$ cat src/rtl/arm_pipelined_cond_unit_if.sv
// Control bundle between the decode-side controller/datapath and the conditional pipeline unit.
interface arm_pipelined_cond_unit_if;
   logic [3:0] i_Cond;
   logic       i_PC_Src_Decode;
   logic       i_Reg_Write_Decode;
   logic       i_Mem_Write_Decode;
   logic       i_Mem_To_Reg_Decode;
   logic       i_Branch_Decode;
   logic       i_ALU_Src_Decode;
   logic [1:0] i_ALU_Control_Decode;
   logic [1:0] i_Flag_Write_Decode;
   logic [3:0] i_ALU_Flags;
   logic       i_Flush_Execute;

   logic       o_Branch_Taken_Execute;
   logic       o_PC_Src_Execute;
   logic       o_PC_Src_Memory;
   logic       o_PC_Src_WriteBack;
   logic       o_ALU_Src_Execute;
   logic [1:0] o_ALU_Control_Execute;
   logic       o_Mem_To_Reg_Execute;
   logic       o_Reg_Write_Memory;
   logic       o_Mem_Write_Memory;
   logic       o_Mem_To_Reg_WriteBack;
   logic       o_Reg_Write_WriteBack;
   logic [3:0] o_Flags;

   // Driver side: decoder, hazard unit and ALU flag source.
   modport master (
      output i_Cond, i_PC_Src_Decode, i_Reg_Write_Decode, i_Mem_Write_Decode,
             i_Mem_To_Reg_Decode, i_Branch_Decode, i_ALU_Src_Decode, i_ALU_Control_Decode,
             i_Flag_Write_Decode, i_ALU_Flags, i_Flush_Execute,
      input  o_Branch_Taken_Execute, o_PC_Src_Execute, o_PC_Src_Memory, o_PC_Src_WriteBack,
             o_ALU_Src_Execute, o_ALU_Control_Execute, o_Mem_To_Reg_Execute, o_Reg_Write_Memory,
             o_Mem_Write_Memory, o_Mem_To_Reg_WriteBack, o_Reg_Write_WriteBack, o_Flags
   );

   // Conditional pipeline unit side.
   modport slave (
      input  i_Cond, i_PC_Src_Decode, i_Reg_Write_Decode, i_Mem_Write_Decode,
             i_Mem_To_Reg_Decode, i_Branch_Decode, i_ALU_Src_Decode, i_ALU_Control_Decode,
             i_Flag_Write_Decode, i_ALU_Flags, i_Flush_Execute,
      output o_Branch_Taken_Execute, o_PC_Src_Execute, o_PC_Src_Memory, o_PC_Src_WriteBack,
             o_ALU_Src_Execute, o_ALU_Control_Execute, o_Mem_To_Reg_Execute, o_Reg_Write_Memory,
             o_Mem_Write_Memory, o_Mem_To_Reg_WriteBack, o_Reg_Write_WriteBack, o_Flags
   );
endinterface

$ cat src/rtl/arm_pipelined_cond_unit.sv
// Control pipeline Decode->Execute->Memory->WriteBack with condition evaluation in Execute,
// NZCV flag register and squashing of failed-condition side effects.
module arm_pipelined_cond_unit #(
   parameter logic [3:0] ResetFlags = 4'b0000
) (
   input logic                       i_CLK,
   input logic                       i_RESET,
   arm_pipelined_cond_unit_if.slave  bus
);

   // Execute stage state
   logic [3:0] cond_e;
   logic       pc_src_e, reg_write_e, mem_write_e, mem_to_reg_e, branch_e, alu_src_e;
   logic [1:0] alu_control_e, flag_write_e;

   // Memory / WriteBack stage state
   logic       pc_src_m, reg_write_m, mem_write_m, mem_to_reg_m;
   logic       pc_src_w, reg_write_w, mem_to_reg_w;

   // Architectural flags, bit3=N bit2=Z bit1=C bit0=V
   logic [3:0] flags_q, flags_d;
   logic       cond_ex;
   logic       flag_n, flag_z, flag_c, flag_v;

   assign {flag_n, flag_z, flag_c, flag_v} = flags_q;

   // Execute register: capture decoded controls, or load a bubble when flushed.
   always_ff @(posedge i_CLK or posedge i_RESET) begin
      if (i_RESET) begin
         cond_e        <= 4'h0;
         pc_src_e      <= 1'b0;
         reg_write_e   <= 1'b0;
         mem_write_e   <= 1'b0;
         mem_to_reg_e  <= 1'b0;
         branch_e      <= 1'b0;
         alu_src_e     <= 1'b0;
         alu_control_e <= 2'b00;
         flag_write_e  <= 2'b00;
      end else if (bus.i_Flush_Execute) begin
         cond_e        <= 4'h0;
         pc_src_e      <= 1'b0;
         reg_write_e   <= 1'b0;
         mem_write_e   <= 1'b0;
         mem_to_reg_e  <= 1'b0;
         branch_e      <= 1'b0;
         alu_src_e     <= 1'b0;
         alu_control_e <= 2'b00;
         flag_write_e  <= 2'b00;
      end else begin
         cond_e        <= bus.i_Cond;
         pc_src_e      <= bus.i_PC_Src_Decode;
         reg_write_e   <= bus.i_Reg_Write_Decode;
         mem_write_e   <= bus.i_Mem_Write_Decode;
         mem_to_reg_e  <= bus.i_Mem_To_Reg_Decode;
         branch_e      <= bus.i_Branch_Decode;
         alu_src_e     <= bus.i_ALU_Src_Decode;
         alu_control_e <= bus.i_ALU_Control_Decode;
         flag_write_e  <= bus.i_Flag_Write_Decode;
      end
   end

   // Condition check of the Execute instruction against the registered flags only.
   always_comb begin
      cond_ex = 1'b0;
      unique case (cond_e)
         4'h0: cond_ex = flag_z;
         4'h1: cond_ex = ~flag_z;
         4'h2: cond_ex = flag_c;
         4'h3: cond_ex = ~flag_c;
         4'h4: cond_ex = flag_n;
         4'h5: cond_ex = ~flag_n;
         4'h6: cond_ex = flag_v;
         4'h7: cond_ex = ~flag_v;
         4'h8: cond_ex = flag_c & ~flag_z;
         4'h9: cond_ex = ~flag_c | flag_z;
         4'hA: cond_ex = (flag_n == flag_v);
         4'hB: cond_ex = (flag_n != flag_v);
         4'hC: cond_ex = ~flag_z & (flag_n == flag_v);
         4'hD: cond_ex = flag_z | (flag_n != flag_v);
         4'hE: cond_ex = 1'b1;
         4'hF: cond_ex = 1'b0;
      endcase
   end

   // Next flags: NZ and CV halves update independently when the instruction executes.
   always_comb begin
      flags_d = flags_q;
      if (flag_write_e[1] & cond_ex) flags_d[3:2] = bus.i_ALU_Flags[3:2];
      if (flag_write_e[0] & cond_ex) flags_d[1:0] = bus.i_ALU_Flags[1:0];
   end

   // Flag register.
   always_ff @(posedge i_CLK or posedge i_RESET) begin
      if (i_RESET) flags_q <= ResetFlags;
      else         flags_q <= flags_d;
   end

   // Memory and WriteBack registers; flush never touches these.
   always_ff @(posedge i_CLK or posedge i_RESET) begin
      if (i_RESET) begin
         pc_src_m     <= 1'b0;
         reg_write_m  <= 1'b0;
         mem_write_m  <= 1'b0;
         mem_to_reg_m <= 1'b0;
         pc_src_w     <= 1'b0;
         reg_write_w  <= 1'b0;
         mem_to_reg_w <= 1'b0;
      end else begin
         pc_src_m     <= pc_src_e & cond_ex;
         reg_write_m  <= reg_write_e & cond_ex;
         mem_write_m  <= mem_write_e & cond_ex;
         mem_to_reg_m <= mem_to_reg_e;
         pc_src_w     <= pc_src_m;
         reg_write_w  <= reg_write_m;
         mem_to_reg_w <= mem_to_reg_m;
      end
   end

   // Output drive; Mem_To_Reg in Execute stays ungated for load-use detection.
   always_comb begin
      bus.o_Branch_Taken_Execute = branch_e & cond_ex;
      bus.o_PC_Src_Execute       = pc_src_e & cond_ex;
      bus.o_PC_Src_Memory        = pc_src_m;
      bus.o_PC_Src_WriteBack     = pc_src_w;
      bus.o_ALU_Src_Execute      = alu_src_e;
      bus.o_ALU_Control_Execute  = alu_control_e;
      bus.o_Mem_To_Reg_Execute   = mem_to_reg_e;
      bus.o_Reg_Write_Memory     = reg_write_m;
      bus.o_Mem_Write_Memory     = mem_write_m;
      bus.o_Mem_To_Reg_WriteBack = mem_to_reg_w;
      bus.o_Reg_Write_WriteBack  = reg_write_w;
      bus.o_Flags                = flags_q;
   end

endmodule

$ cat src/flat_wrapper.sv
// flat-port wrapper written by rule: the top's interface ports become plain ports
module arm_pipelined_cond_unit_flat 
#(
   parameter logic [3:0] ResetFlags = 4'b0000
)
  (i_CLK, i_RESET, bus_i_Cond, bus_i_PC_Src_Decode, bus_i_Reg_Write_Decode, bus_i_Mem_Write_Decode, bus_i_Mem_To_Reg_Decode, bus_i_Branch_Decode, bus_i_ALU_Src_Decode, bus_i_ALU_Control_Decode, bus_i_Flag_Write_Decode, bus_i_ALU_Flags, bus_i_Flush_Execute, bus_o_Branch_Taken_Execute, bus_o_PC_Src_Execute, bus_o_PC_Src_Memory, bus_o_PC_Src_WriteBack, bus_o_ALU_Src_Execute, bus_o_ALU_Control_Execute, bus_o_Mem_To_Reg_Execute, bus_o_Reg_Write_Memory, bus_o_Mem_Write_Memory, bus_o_Mem_To_Reg_WriteBack, bus_o_Reg_Write_WriteBack, bus_o_Flags);
  arm_pipelined_cond_unit_if bus_i ();
  input logic i_CLK;
  input logic i_RESET;
  input wire logic [$bits(bus_i.i_Cond)-1:0] bus_i_Cond;
  input wire logic [$bits(bus_i.i_PC_Src_Decode)-1:0] bus_i_PC_Src_Decode;
  input wire logic [$bits(bus_i.i_Reg_Write_Decode)-1:0] bus_i_Reg_Write_Decode;
  input wire logic [$bits(bus_i.i_Mem_Write_Decode)-1:0] bus_i_Mem_Write_Decode;
  input wire logic [$bits(bus_i.i_Mem_To_Reg_Decode)-1:0] bus_i_Mem_To_Reg_Decode;
  input wire logic [$bits(bus_i.i_Branch_Decode)-1:0] bus_i_Branch_Decode;
  input wire logic [$bits(bus_i.i_ALU_Src_Decode)-1:0] bus_i_ALU_Src_Decode;
  input wire logic [$bits(bus_i.i_ALU_Control_Decode)-1:0] bus_i_ALU_Control_Decode;
  input wire logic [$bits(bus_i.i_Flag_Write_Decode)-1:0] bus_i_Flag_Write_Decode;
  input wire logic [$bits(bus_i.i_ALU_Flags)-1:0] bus_i_ALU_Flags;
  input wire logic [$bits(bus_i.i_Flush_Execute)-1:0] bus_i_Flush_Execute;
  output wire logic [$bits(bus_i.o_Branch_Taken_Execute)-1:0] bus_o_Branch_Taken_Execute;
  output wire logic [$bits(bus_i.o_PC_Src_Execute)-1:0] bus_o_PC_Src_Execute;
  output wire logic [$bits(bus_i.o_PC_Src_Memory)-1:0] bus_o_PC_Src_Memory;
  output wire logic [$bits(bus_i.o_PC_Src_WriteBack)-1:0] bus_o_PC_Src_WriteBack;
  output wire logic [$bits(bus_i.o_ALU_Src_Execute)-1:0] bus_o_ALU_Src_Execute;
  output wire logic [$bits(bus_i.o_ALU_Control_Execute)-1:0] bus_o_ALU_Control_Execute;
  output wire logic [$bits(bus_i.o_Mem_To_Reg_Execute)-1:0] bus_o_Mem_To_Reg_Execute;
  output wire logic [$bits(bus_i.o_Reg_Write_Memory)-1:0] bus_o_Reg_Write_Memory;
  output wire logic [$bits(bus_i.o_Mem_Write_Memory)-1:0] bus_o_Mem_Write_Memory;
  output wire logic [$bits(bus_i.o_Mem_To_Reg_WriteBack)-1:0] bus_o_Mem_To_Reg_WriteBack;
  output wire logic [$bits(bus_i.o_Reg_Write_WriteBack)-1:0] bus_o_Reg_Write_WriteBack;
  output wire logic [$bits(bus_i.o_Flags)-1:0] bus_o_Flags;
  assign bus_i.i_Cond = bus_i_Cond;
  assign bus_i.i_PC_Src_Decode = bus_i_PC_Src_Decode;
  assign bus_i.i_Reg_Write_Decode = bus_i_Reg_Write_Decode;
  assign bus_i.i_Mem_Write_Decode = bus_i_Mem_Write_Decode;
  assign bus_i.i_Mem_To_Reg_Decode = bus_i_Mem_To_Reg_Decode;
  assign bus_i.i_Branch_Decode = bus_i_Branch_Decode;
  assign bus_i.i_ALU_Src_Decode = bus_i_ALU_Src_Decode;
  assign bus_i.i_ALU_Control_Decode = bus_i_ALU_Control_Decode;
  assign bus_i.i_Flag_Write_Decode = bus_i_Flag_Write_Decode;
  assign bus_i.i_ALU_Flags = bus_i_ALU_Flags;
  assign bus_i.i_Flush_Execute = bus_i_Flush_Execute;
  assign bus_o_Branch_Taken_Execute = bus_i.o_Branch_Taken_Execute;
  assign bus_o_PC_Src_Execute = bus_i.o_PC_Src_Execute;
  assign bus_o_PC_Src_Memory = bus_i.o_PC_Src_Memory;
  assign bus_o_PC_Src_WriteBack = bus_i.o_PC_Src_WriteBack;
  assign bus_o_ALU_Src_Execute = bus_i.o_ALU_Src_Execute;
  assign bus_o_ALU_Control_Execute = bus_i.o_ALU_Control_Execute;
  assign bus_o_Mem_To_Reg_Execute = bus_i.o_Mem_To_Reg_Execute;
  assign bus_o_Reg_Write_Memory = bus_i.o_Reg_Write_Memory;
  assign bus_o_Mem_Write_Memory = bus_i.o_Mem_Write_Memory;
  assign bus_o_Mem_To_Reg_WriteBack = bus_i.o_Mem_To_Reg_WriteBack;
  assign bus_o_Reg_Write_WriteBack = bus_i.o_Reg_Write_WriteBack;
  assign bus_o_Flags = bus_i.o_Flags;
  arm_pipelined_cond_unit #(.ResetFlags(ResetFlags)) u_core (.i_CLK(i_CLK), .i_RESET(i_RESET), .bus(bus_i));
endmodule
$ cat config.mk
export PLATFORM = sky130hd
export DESIGN_NAME = arm_pipelined_cond_unit_flat
export DESIGN_NICKNAME = d
export VERILOG_FILES = /design/src/rtl/arm_pipelined_cond_unit_if.sv /design/src/rtl/arm_pipelined_cond_unit.sv /design/src/flat_wrapper.sv
export SDC_FILE = /design/constraint.sdc
export NUM_CORES = 1
export LEC_CHECK = 0
export CORE_MARGIN = 5
export CORE_UTILIZATION = 40
export CTS_BUF_LIST = sky130_fd_sc_hd__clkbuf_8
export CTS_CLUSTER_DIAMETER = 100
export CTS_CLUSTER_SIZE = 10
export DETAILED_ROUTE_END_ITERATION = 8
export PLACE_DENSITY = 0.79
export SKIP_CTS_REPAIR_TIMING = 1
export SYNTH_ARGS = -nofsm -noshare
export SYNTH_HDL_FRONTEND = slang
export SYNTH_SLANG_ARGS = --single-unit
$ cat constraint.sdc
create_clock -name i_CLK -period 2.01 [get_ports i_CLK]
set_input_delay 0.402 -clock i_CLK [delete_from_list [all_inputs] [get_ports i_CLK]]
set_output_delay 0.402 -clock i_CLK [all_outputs]
set_load 0.02 [all_outputs]
Word-level counts from Yosys, hierarchy flattened
Cells that the tools add are included.
{"block": "classes", "n_mux": 10, "n_reduce_logical": 1, "eq_ne": 17, "bitwise_logic": 14}
{"op": "equality test 4 bit, second input constant", "n": 8}
{"op": "equality test 4 x 3 -> 1 bit, second input constant", "n": 4}
{"op": "one-hot mux 1 bit (16 select lines)", "n": 1}
{"op": "AND 1 bit", "n": 8}
{"op": "equality test 4 x 2 -> 1 bit, second input constant", "n": 2}
{"op": "two-way mux 1 bit", "n": 6}
{"op": "equality test 4 x 1 -> 1 bit, second input constant", "n": 1}
{"op": "zero test 4 bit", "n": 1}
{"op": "two-way mux 2 bit", "n": 2}
{"op": "two-way mux 4 bit", "n": 1}
{"op": "NOT 1 bit", "n": 4}
{"op": "bitwise OR 1 bit", "n": 2}
{"op": "equality test 1 bit", "n": 1}
{"op": "!= test 1 bit", "n": 1}
{"block": "word_totals", "ff_bits": 25, "in_bits": 21}

Logic depth before layout (Yosys ltp)
{"block": "logic_depth", "ltp_word": 4, "depth_mapped": 5, "mapped_depth_nobuf": 5}

Worst setup path before layout
OpenSTA, ideal clock, no wires.
{"block": "synth_path", "path_type": "register -> output", "startpoint": "register u_core.flags_q[0], in the netlist u_core.bus.o_Flags[0]", "endpoint": "output port bus_o_PC_Src_Execute", "arrival_time_ns": 1.621, "stages_incl_launch_ff": 6, "required_ns": 1.608, "path_slack_ns": -0.013, "path_cell_list": "dfrtp_1 -> mux4_2 -> xor2_1 -> nor2_2 -> a21oi_1 -> and2_1"}
{"block": "synth_between", "elab_chain_len": 4}
{"item": "from (decl)", "line": "arm_pipelined_cond_unit.sv:21", "text": "logic [3:0] flags_q, flags_d;"}
{"item": "from (signal assigned)", "line": "arm_pipelined_cond_unit.sv:94", "text": "if (i_RESET) flags_q <= ResetFlags;"}
{"item": "from (signal assigned)", "line": "arm_pipelined_cond_unit.sv:95", "text": "else flags_q <= flags_d;"}
{"item": "!= test 1 bit / equality test 1 bit (equally long branches)"}
{"item": "bitwise OR 1 bit / AND 1 bit (equally long branches)", "line": "arm_pipelined_cond_unit.sv:79, arm_pipelined_cond_unit.sv:78"}
{"item": "one-hot mux 1 bit (16 select lines) *", "line": "arm_pipelined_cond_unit.sv:65", "text": "unique case (cond_e)"}
{"item": "AND 1 bit *", "line": "arm_pipelined_cond_unit.sv:122", "text": "bus.o_PC_Src_Execute = pc_src_e & cond_ex;"}
{"item": "to (decl)", "line": "flat_wrapper.sv:22", "text": "output wire logic [$bits(bus_i.o_PC_Src_Execute)-1:0] bus_o_PC_Src_Execute;"}
Mark *: on every way between the ends. The rest lies on a longest branch, timed or not.

Worst setup path in the final report
{"block": "layout_path", "startpoint": "register u_core.cond_e[1]", "endpoint": "output port bus_o_PC_Src_Execute"}
{"block": "layout_between", "elab_chain_len": 3}
{"item": "from (decl)", "line": "arm_pipelined_cond_unit.sv:12", "text": "logic [3:0] cond_e;"}
{"item": "from (signal assigned)", "line": "arm_pipelined_cond_unit.sv:50", "text": "cond_e <= bus.i_Cond;"}
{"item": "equality test 4 bit, or another cell as far along", "line": "arm_pipelined_cond_unit.sv:65"}
{"item": "one-hot mux 1 bit (16 select lines) *", "line": "arm_pipelined_cond_unit.sv:65"}
{"item": "AND 1 bit *", "line": "arm_pipelined_cond_unit.sv:122"}
Marked as above.

==> reports/metrics.yaml <==
timing:
  final.setup.tns_ns: -0.8188
  skew_ns: 0.002859
  finalHoldWorstSlack_ns: 0.3532
  finalSetupViolations: 6
  max_slew_margin_pct: 69.58
  timing.final.ws_setup_ns: -0.2073
  hold_viol_final: 0
  tightestPinTransition_ns: 0.4548
  period_minus_slack_ns: 2.217
  rsz0062_at_grt: "true"
  maxSlewViolCount: 0
  fin_crit_sh_pct: 110.3
  fmax_mhz: 451.0
run:
  max-cap-violations: 0
floorplanning:
  dieArea_sq_um: 3324
  boundaryPins: 37
  rows: 17
  die_height_um: 57.66
  die_width_um: 57.66
  coreArea_sq_um: 2191
  start_util_pct: 41.46
yosys:
  yosysSeqAreaShare_pct: 68.87
  netlist_area_sq_um: 908.4
  synthCells: 62
  ys.flop_type: "dfrtp_1"
  synthArstFlopShare_pct: 100.0
  synth_edf_count: 0
  synth_nets: 83
  ys_warn_count: 0
  yosys.cell_types.count: 14
  syn_avg_cell_area_sq_um: 14.65
  ys_ff_latch: 25
clock_tree:
  clk_pin_slew_ns: 0.08
  h-tree-depth: 1
  clk_path_buf_depth: 2
  cts_tree: "yes"
  cts_buffers: 3
  clockRootBuffer: "clkbuf_8"
  clock_sinks: 25
  clk-insertion-delay-late_ns: 0.26
route:
  routedWlPerCell_um: 12.24
  ant_nets: 0
  viasPerCell: 4.345
  vias: 604
  drcViolationCount: 0
  drtIter0Drc: 4
  firstDrtPassIters: 4
  drt-total-wl_mm: 1.702
layout:
  final_area_sq_um: 1449
  layout.nets: 133
  drive_gt1_share_pct: 23.42
  utilization_pct: 66.13
  final.fill_count: 160
  layout_common_cells: "clkdlybuf4s50_1, dfrtp_1, nor2b_1"
  final_common_cell: "clkdlybuf4s50_1"
  area_delta_synth_final_pct: 59.50
  insertedDiodeCount: 0
  fin_cells: 139
worst_setup_path:
  cpMaxStageDelayCell: "mux4_2"
  slowest_delay_ns: 0.53
  startpoint_type: "flop"
  critPathCaptureType: "primary output"
  cp_data_required_time_ns: 1.61
  crit_type: "flop to primary output"
  cp_max_fo: 3
  arrival_ns: 1.82
  crit_chain: "mux4_2 > xor2_2 > nor2_2 > a21oi_2 > and2_4 > buf_6"
grt:
  grt_max_degree: 26
  grt_pass1_wl_mm: 2.925
  track_usage_pct: 11.34
  antenna_found_initial: 0
  first_global_vias: 685
  grt-ovfl-total: 0
power_and_ir_drop:
  power_leakage_nw: 0.6400
  powerDensity_nw_per_um2: 1064
  ir_drop_mv: 0.5882
place:
  place_area_sq_um: 1361
  hpwl_mm: 1.314
  io_buffers: 36
  globalplace.congestion: 0.6691
  place_inst: 133
worst_hold_path:
  min_path_type: "flop to flop"
run_status:
  status: "complete, but fails checks"
  violations: "setup timing"
==> through the flow <==
stage	total power, mW	setup WS (ns)
after floorplan	0.8929	0.0005528
after global placement	1.192	-0.4429
after detailed placement	1.205	-0.4736
after CTS	1.499	-0.7733
after global routing	1.629	-0.3078
final	1.542	-0.2073
==> logic make-up after synthesis <==
kind of cell / Yosys count / synth area share, %
buffers and inverters: 4 / 1.652
muxes: 5 / 7.437
xor gates and xnor gates: 4 / 3.857
AOI/OAI and AO/OA: 5 / 5.096
and+or+nand+nor: 19 / 13.08
DFF: 25 / 68.87
==> worst paths after layout <==
kind,from,endpoint,slack [ns],cells after the start
worst max-delay path,u_core.cond_e[1],bus_o_PC_Src_Execute,-0.21,6
worst min-delay path,u_core.mem_to_reg_m,u_core.bus.o_Mem_To_Reg_WriteBack,0.35,0
worst max register to register,u_core.cond_e[1],u_core.bus.o_Flags[0],-0.11,7
worst min register to register,u_core.mem_to_reg_m,u_core.bus.o_Mem_To_Reg_WriteBack,0.35,0
max in group asynchronous,i_RESET,u_core.flag_write_e[0],1.29,3
min in group asynchronous,i_RESET,u_core.mem_write_e,0.49,3
==> routing by layer <==
layer | share of wire [%] | vias to the layer above | track usage, %
met4 | 0 | 0 | 4.967
met3 | 7.1 | 0 | 2.895
met5 | 0 | - | 0
met2 | 54 | 23 | 20.81
li1 | - | 295 | -
met1 | 39 | 286 | 12.16
==> final cells by class <==
type | count | area (sq um) | area share (%)
Multi-Input combinational cell | 33 | 290.3 | 20.03
Clock inverter | 1 | 7.507 | 0.5181
Sequential cell | 25 | 625.6 | 43.18
Inverter | 3 | 11.26 | 0.7772
Timing Repair Buffer | 46 | 437.9 | 30.22
Clock buffer | 3 | 41.29 | 2.850
Tap cell | 28 | 35.03 | 2.418
==> cells in the mapped netlist (2+ instances only) <==
library cell | instances | area share (%)
a211oi_2 | 2 | 2.8
and2_1 | 4 | 2.8
dfrtp_1 | 25 | 69
inv_1 | 3 | 1.2
mux2_1 | 4 | 5.0
nor2b_1 | 14 | 9.6
xnor2_1 | 2 | 1.9
xor2_1 | 2 | 1.9
==> worst max-delay path, delay by kind of cell, from the launching register on <==
kind            cells  cell delay, ns
xor+xnor            1            0.16
compound gates      1            0.15
mux                 1            0.53
buf+inv             1            0.11
simple gates        2            0.23
flops               1            0.37
==> power by group <==
group	switching [mW]	total [mW]	internal, mW
Clock	0.149	0.289	0.140
Sequential	0.0353	0.610	0.575
Combinational	0.271	0.643	0.372
Total	0.455	1.54	1.09
==> registers in the layout, indices dropped and copies added (netlist names), 2 cells and up <==
register                          flops
u_core.bus.o_ALU_Control_Execute      2
u_core.flag_write_e                   2
u_core.cond_e                         4
u_core.bus.o_Flags                    4
No activity file was read; power rests on OpenSTA's default activity.
